$ cat src/rtl/mod_counter_pkg.sv
// Shared constants for the modulo-N counter: direction encodings and default parameter values.
package mod_counter_pkg;

  localparam logic DIR_UP   = 1'b1;
  localparam logic DIR_DOWN = 1'b0;

  localparam int DEF_WIDTH   = 4;
  localparam int DEF_MODULUS = 10;
  localparam int DEF_WRAP_W  = 8;

endpackage

$ cat src/rtl/mod_n_counter_if.sv
// Control/status bundle of the modulo-N counter; the master drives commands, the counter is the slave.
interface mod_n_counter_if
  import mod_counter_pkg::*;
#(
  parameter int WIDTH  = DEF_WIDTH,
  parameter int WRAP_W = DEF_WRAP_W
);

  logic              En;
  logic              Up;
  logic              Load;
  logic [WIDTH-1:0]  D;
  logic [WIDTH-1:0]  B;
  logic              Q;
  logic [WRAP_W-1:0] Wraps;
  logic              Err;

  modport master (
    output En, Up, Load, D,
    input  B, Q, Wraps, Err
  );

  modport slave (
    input  En, Up, Load, D,
    output B, Q, Wraps, Err
  );

endinterface

$ cat src/rtl/mod_n_tc_detect.sv
// Combinational terminal-count detector: flags that the next enabled edge wraps the count.
module mod_n_tc_detect
  import mod_counter_pkg::*;
#(
  parameter int WIDTH   = DEF_WIDTH,
  parameter int MODULUS = DEF_MODULUS
) (
  input  logic [WIDTH-1:0] B,
  input  logic             Up,
  input  logic             En,
  output logic             wrap_next
);

  // Compared one bit wider so MODULUS = 2**WIDTH is representable.
  localparam logic [WIDTH:0] MOD_X = (WIDTH+1)'(MODULUS);
  localparam logic [WIDTH:0] MAX_X = MOD_X - (WIDTH+1)'(1);

  logic [WIDTH:0] b_x;

  always_comb begin
    b_x       = {1'b0, B};
    wrap_next = 1'b0;
    if (En) begin
      if (Up == DIR_UP) wrap_next = (b_x == MAX_X);
      else              wrap_next = (b_x == '0);
    end
  end

endmodule

$ cat src/rtl/mod_n_counter.sv
// Up/down modulo-N counter with parallel load, registered wrap pulse, saturating wrap count
// and sticky illegal-load flag.
module mod_n_counter
  import mod_counter_pkg::*;
#(
  parameter int WIDTH   = DEF_WIDTH,
  parameter int MODULUS = DEF_MODULUS,
  parameter int WRAP_W  = DEF_WRAP_W
) (
  input  logic           Store,
  input  logic           Reset,
  mod_n_counter_if.slave bus
);

  generate
    if (MODULUS < 2 || MODULUS > (1 << WIDTH)) begin : g_bad_modulus
      $error("mod_n_counter: MODULUS %0d outside 2..2**WIDTH", MODULUS);
    end
  endgenerate

  localparam logic [WIDTH:0] MOD_X = (WIDTH+1)'(MODULUS);
  localparam logic [WIDTH:0] ONE_X = (WIDTH+1)'(1);
  localparam logic [WIDTH:0] MAX_X = MOD_X - ONE_X;

  function automatic logic [WRAP_W-1:0] sat_inc(input logic [WRAP_W-1:0] v);
    return (&v) ? v : v + WRAP_W'(1);
  endfunction

  logic [WIDTH-1:0]  b_q, b_d;
  logic              q_q, q_d;
  logic [WRAP_W-1:0] wraps_q, wraps_d;
  logic              err_q, err_d;
  logic              wrap_next;
  logic [WIDTH:0]    b_x, d_x;

  mod_n_tc_detect #(
    .WIDTH   (WIDTH),
    .MODULUS (MODULUS)
  ) u_tc_detect (
    .B         (b_q),
    .Up        (bus.Up),
    .En        (bus.En),
    .wrap_next (wrap_next)
  );

  always_comb begin
    b_d     = b_q;
    q_d     = 1'b0;
    wraps_d = wraps_q;
    err_d   = err_q;
    b_x     = {1'b0, b_q};
    d_x     = {1'b0, bus.D};
    if (bus.Load) begin
      if (d_x < MOD_X) begin
        b_d = bus.D;
      end else begin
        b_d   = '0;
        err_d = 1'b1;
      end
    end else if (bus.En) begin
      q_d = wrap_next;
      if (wrap_next) wraps_d = sat_inc(wraps_q);
      // Up-wrap to zero coincides with natural overflow when MODULUS = 2**WIDTH.
      if (bus.Up == DIR_UP) b_d = wrap_next ? '0 : WIDTH'(b_x + ONE_X);
      else                  b_d = wrap_next ? MAX_X[WIDTH-1:0] : WIDTH'(b_x - ONE_X);
    end
  end

  always_ff @(posedge Store or posedge Reset) begin
    if (Reset) begin
      b_q     <= '0;
      q_q     <= 1'b0;
      wraps_q <= '0;
      err_q   <= 1'b0;
    end else begin
      b_q     <= b_d;
      q_q     <= q_d;
      wraps_q <= wraps_d;
      err_q   <= err_d;
    end
  end

  assign bus.B     = b_q;
  assign bus.Q     = q_q;
  assign bus.Wraps = wraps_q;
  assign bus.Err   = err_q;

endmodule

$ cat src/flat_wrapper.sv
// flat-port wrapper written by rule: the top's interface ports become plain ports
module mod_n_counter_flat import mod_counter_pkg::*;
#(
  parameter int WIDTH   = DEF_WIDTH,
  parameter int MODULUS = DEF_MODULUS,
  parameter int WRAP_W  = DEF_WRAP_W
)
  (Store, Reset, bus_En, bus_Up, bus_Load, bus_D, bus_B, bus_Q, bus_Wraps, bus_Err);
  mod_n_counter_if #(.WIDTH(WIDTH), .WRAP_W(WRAP_W)) bus_i ();
  input  logic Store;
  input  logic Reset;
  input wire logic [$bits(bus_i.En)-1:0] bus_En;
  input wire logic [$bits(bus_i.Up)-1:0] bus_Up;
  input wire logic [$bits(bus_i.Load)-1:0] bus_Load;
  input wire logic [$bits(bus_i.D)-1:0] bus_D;
  output wire logic [$bits(bus_i.B)-1:0] bus_B;
  output wire logic [$bits(bus_i.Q)-1:0] bus_Q;
  output wire logic [$bits(bus_i.Wraps)-1:0] bus_Wraps;
  output wire logic [$bits(bus_i.Err)-1:0] bus_Err;
  assign bus_i.En = bus_En;
  assign bus_i.Up = bus_Up;
  assign bus_i.Load = bus_Load;
  assign bus_i.D = bus_D;
  assign bus_B = bus_i.B;
  assign bus_Q = bus_i.Q;
  assign bus_Wraps = bus_i.Wraps;
  assign bus_Err = bus_i.Err;
  mod_n_counter #(.WIDTH(WIDTH), .MODULUS(MODULUS), .WRAP_W(WRAP_W)) u_core (.Store(Store), .Reset(Reset), .bus(bus_i));
endmodule
$ cat config.mk
export PLATFORM = sky130hd
export DESIGN_NAME = mod_n_counter_flat
export DESIGN_NICKNAME = d
export VERILOG_FILES = /design/src/rtl/mod_counter_pkg.sv /design/src/rtl/mod_n_counter_if.sv /design/src/rtl/mod_n_tc_detect.sv /design/src/rtl/mod_n_counter.sv /design/src/flat_wrapper.sv
export SDC_FILE = /design/constraint.sdc
export NUM_CORES = 1
export LEC_CHECK = 0
export ABC_CLOCK_PERIOD_IN_PS = 5550
export CORE_MARGIN = 10
export CORE_UTILIZATION = 50
export CTS_CLUSTER_DIAMETER = 200
export DETAILED_ROUTE_END_ITERATION = 7
export GPL_TIMING_DRIVEN = 0
export PLACE_DENSITY = 0.87
export SYNTH_ARGS = -nofsm -noshare
export SYNTH_HDL_FRONTEND = slang
export SYNTH_HIERARCHICAL = 1
export SYNTH_SLANG_ARGS = --single-unit
$ cat constraint.sdc
create_clock -name Store -period 5.55 [get_ports Store]
set_clock_uncertainty 0.1 [all_clocks]
set_input_delay 0.8325 -clock Store [delete_from_list [all_inputs] [get_ports Store]]
set_output_delay 0.8325 -clock Store [all_outputs]
set_load 0.005 [all_outputs]
==> key figures <==
Power and ir drop
  – Clock power frac: 0.260
  – P_sw: 0.0811 mW
  – Gate power share: 0.265
  – Max IR drop VDD: 0.246 mV
  – Power Dens Cells: 243 mW/mm^2
  – Leakage: 0.501 nW
  – Int Pwr: 0.194 mW
  – Total Power: 0.276 mW
  – Sw frac: 0.294
  – Sequential Power Share: 0.475

Min path
  – Worst Hold Class: register to register
  – Hold Path Cell Cnt: 1
  – Hold wc startpoint: u_core/bus.Err$_DFFE_PP0P_
  – Hold Path End: u_core/bus.Err$_DFFE_PP0P_

CTS
  – CTS sink cnt: 14
  – Num CTS Buffers: 3
  – Post-cts sizing count: 0
  – Clock Latency Late Sink: 0.28 ns
  – CTS Root Cell: clkbuf_4
  – CTS clk-pin slew, worst paths: 0.08 ns
  – TritonCTS clock tree: built
  – Postcts setup bufs: 0
  – Clock Tree Buf Depth: 2
  – CTS H-tree depth: 1
  – Hold Buf Count CTS: 0

Synthesis
  – Synth Area per Inst: 9.85 um^2
  – Main synth FF type: dfrtp_1
  – Yosys Warn Count: 6
  – Yosys cell types: 38
  – Post-synth top area share: 0.409
  – Yosys top cell by area: dfrtp_1
  – #FFs+latches synth: 14
  – Number of synthesized flops with an enable pin: 0
  – Sequential area share after synthesis: 0.409
  – Count leader, synth: dfrtp_1
  – Ranking of synthesized cells by area: dfrtp_1 41%, mux2i_1 4.7%, ha_1 4.4%, mux2_2 3.9%, inv_1 3.1%
  – Async set-reset flop share out of synthesis: 1.00
  – Post-synth top cells: 14 x dfrtp_1, 7 x inv_1, 7 x nor2_1
  – Syn_nets: 99
  – Post-synthesis cell area: 857 um^2
  – Mapped Cells: 87

Die
  – Rows: 14
  – Die H: 61.4 um
  – Core area: 0.00156 mm^2
  – I/O pin total: 23
  – Die area: 0.00377 mm^2
  – Die width: 61.4 um
  – Initial core utilization: 0.550

Setup path
  – WP data arrival: 3.54 ns
  – Critical Path Sink Type: register
  – Crit path buf inv count: 2
  – Top Family by Delay on Critical Path: simple AND/OR/NAND/NOR gates
  – Startpoint Class: input port
  – Critical path peak fanout: 7
  – R2R Path Start: u_core/bus.B[0]$_DFFE_PP0P_
  – Crit path from: bus_Up
  – Critical path cell sequence: clkdlybuf4s50_1 -> or3_1 -> a2111oi_2 -> and3b_1 -> buf_6 -> nand4_2 -> nor3_2 -> mux2_1
  – Crit Path Category: input port to register
  – FF-to-FF path depth: 7
  – Worst endpoint required time: 5.61 ns
  – Max incr delay on CP: 0.69 ns
  – Worst r2r dst: u_core/bus.Wraps[7]$_DFFE_PP0P_
  – Slowest cell on crit path: a2111oi_2
  – FF-to-FF setup slack: 2.64 ns

STA
  – Tcrit/Tclk final: 0.626
  – Max frequency: 288 MHz
  – TNS Setup: 0 ns
  – Worst slew pin tran: 0.684 ns
  – Endpoints failing setup: 0
  – Relative slew margins: 0.543
  – Min Tclk post-route: 3.47 ns
  – RSZ-0062 raised after global routing: false
  – Final Hold Fails: 0
  – Max-slew violations: 0

Place
  – Port Buffers: 22
  – Gpl congestion: 0.806
  – Final HPWL DP: 1.60 mm

Final layout
  – Layout cells sized above 1: 0.106
  – Multi-input gate area: 458 um^2
  – Register area: 350 um^2
  – Antenna cells: 0
  – Final Net Count: 126
  – Area added between synthesis and finish: 32.3%
  – Fillcell total: 124

Global routing
  – Antenna violations before repair: 0
  – First-pass GRT wire length: 3.40 mm
  – Layer with the highest usage: met2
  – Met2 GRT Util: 0.197
  – GR Util met3: 0.0597
  – Met1 Usage GRT: 0.135
  – Largest net degree at the start of global routing: 15
  – All-Layer GR Usage: 0.120
  – Vias in the first global route: 735
  – Grt total ovfl: 0

Routing
  – Antenna viol nets, final: 0
  – WL/cell: 15.8 um
  – Initial DRC Count: 11
  – Routed via count: 743
  – Final Routed Wirelength: 2.04 mm
  – Vias/cell: 5.76
  – Initial DRT Pass Iterations: 4
  – Post-route DRC: 0

Run status
  – Status: completed

Flow run
  – Max-Cap Viols: 0
cells in the final DEF (no fill, tap or decap), types with 2 or more instances in the layout:
master           synthesis  routed
dfrtp_1                 14      14
o31a_1                   2       2
nand3_1                  4       4
nor2_1                   7       7
nand4_1                  2       2
mux2i_1                  4       4
mux2_2                   3       3
inv_1                    7       7
ha_1                     3       3
xor2_1                   3       3
clkbuf_4                 0       3
clkdlybuf4s50_1          0      22
nand2_1                  6       6
mux2_1                   2       2
o21ai_0                  5       5
worst max path at each step:
stage,to,cells past startpoint
3_5_place_dp,u_core/bus.Wraps[7]$_DFFE_PP0P_,8
3_3_place_gp,u_core/bus.Wraps[7]$_DFFE_PP0P_,8
5_1_grt,u_core/bus.Wraps[7]$_DFFE_PP0P_,8
2_1_floorplan,u_core/bus.Wraps[7]$_DFFE_PP0P_,7
6_report,u_core/bus.Wraps[7]$_DFFE_PP0P_,8
4_1_cts,u_core/bus.Wraps[7]$_DFFE_PP0P_,8
metrics by stage:
step,hold WS (ns),util,cell area (um^2),setup WS [ns],instances
2_1_floorplan,0.368,-,857,2.64,87
3_3_place_gp,0.361,0.704,1100,1.86,125
3_5_place_dp,0.373,0.704,1100,1.77,125
4_1_cts,0.395,0.727,1130,2.07,129
5_1_grt,0.435,0.727,1130,1.88,129
6_report,0.392,0.727,1130,2.08,129
final cells by class:
type | instances | area share
Timing Repair Buffer | 22 | 0.194
Sequential cell | 14 | 0.309
Inverter | 7 | 0.0232
Buffer | 3 | 0.0199
Tap cell | 16 | 0.0177
Clock buffer | 4 | 0.0320
Multi-Input combinational cell | 63 | 0.404
power groups by stage:
| stage | clock network (mW) | registers, mW | logic (mW) |
|---|---|---|---|
| 2_1_floorplan | 0 | 0.130 | 0.0333 |
| 3_3_place_gp | 0 | 0.131 | 0.0673 |
| 3_5_place_dp | 0 | 0.133 | 0.0732 |
| 4_1_cts | 0.0748 | 0.131 | 0.0736 |
| 5_1_grt | 0.0793 | 0.133 | 0.0791 |
| 6_report | 0.0717 | 0.131 | 0.0730 |
flip-flops by register name, indices dropped and copies added (netlist names):
signal / count
u_core/bus.Wraps: 8
u_core/bus.B: 4
u_core/bus.Err: 1
u_core/bus.Q: 1
per-layer routing:
layer	share of wire	vias to the layer above
met5	0	-
met1	0.41	354
met3	0.085	4
met2	0.49	18
li1	-	367
met4	0.015	0
cell families after synthesis:
logic type / count (synthesis) / synth area share
AO/OA/AOI/OAI: 17 / 0.146
XOR/XNOR: 4 / 0.0409
adder cells (fa/ha/maj): 3 / 0.0438
buffers and inverters: 10 / 0.0569
flip-flops: 14 / 0.409
multiplexers: 9 / 0.112
AND/OR/NAND/NOR: 30 / 0.191
No activity file was read; power rests on OpenSTA's default activity.
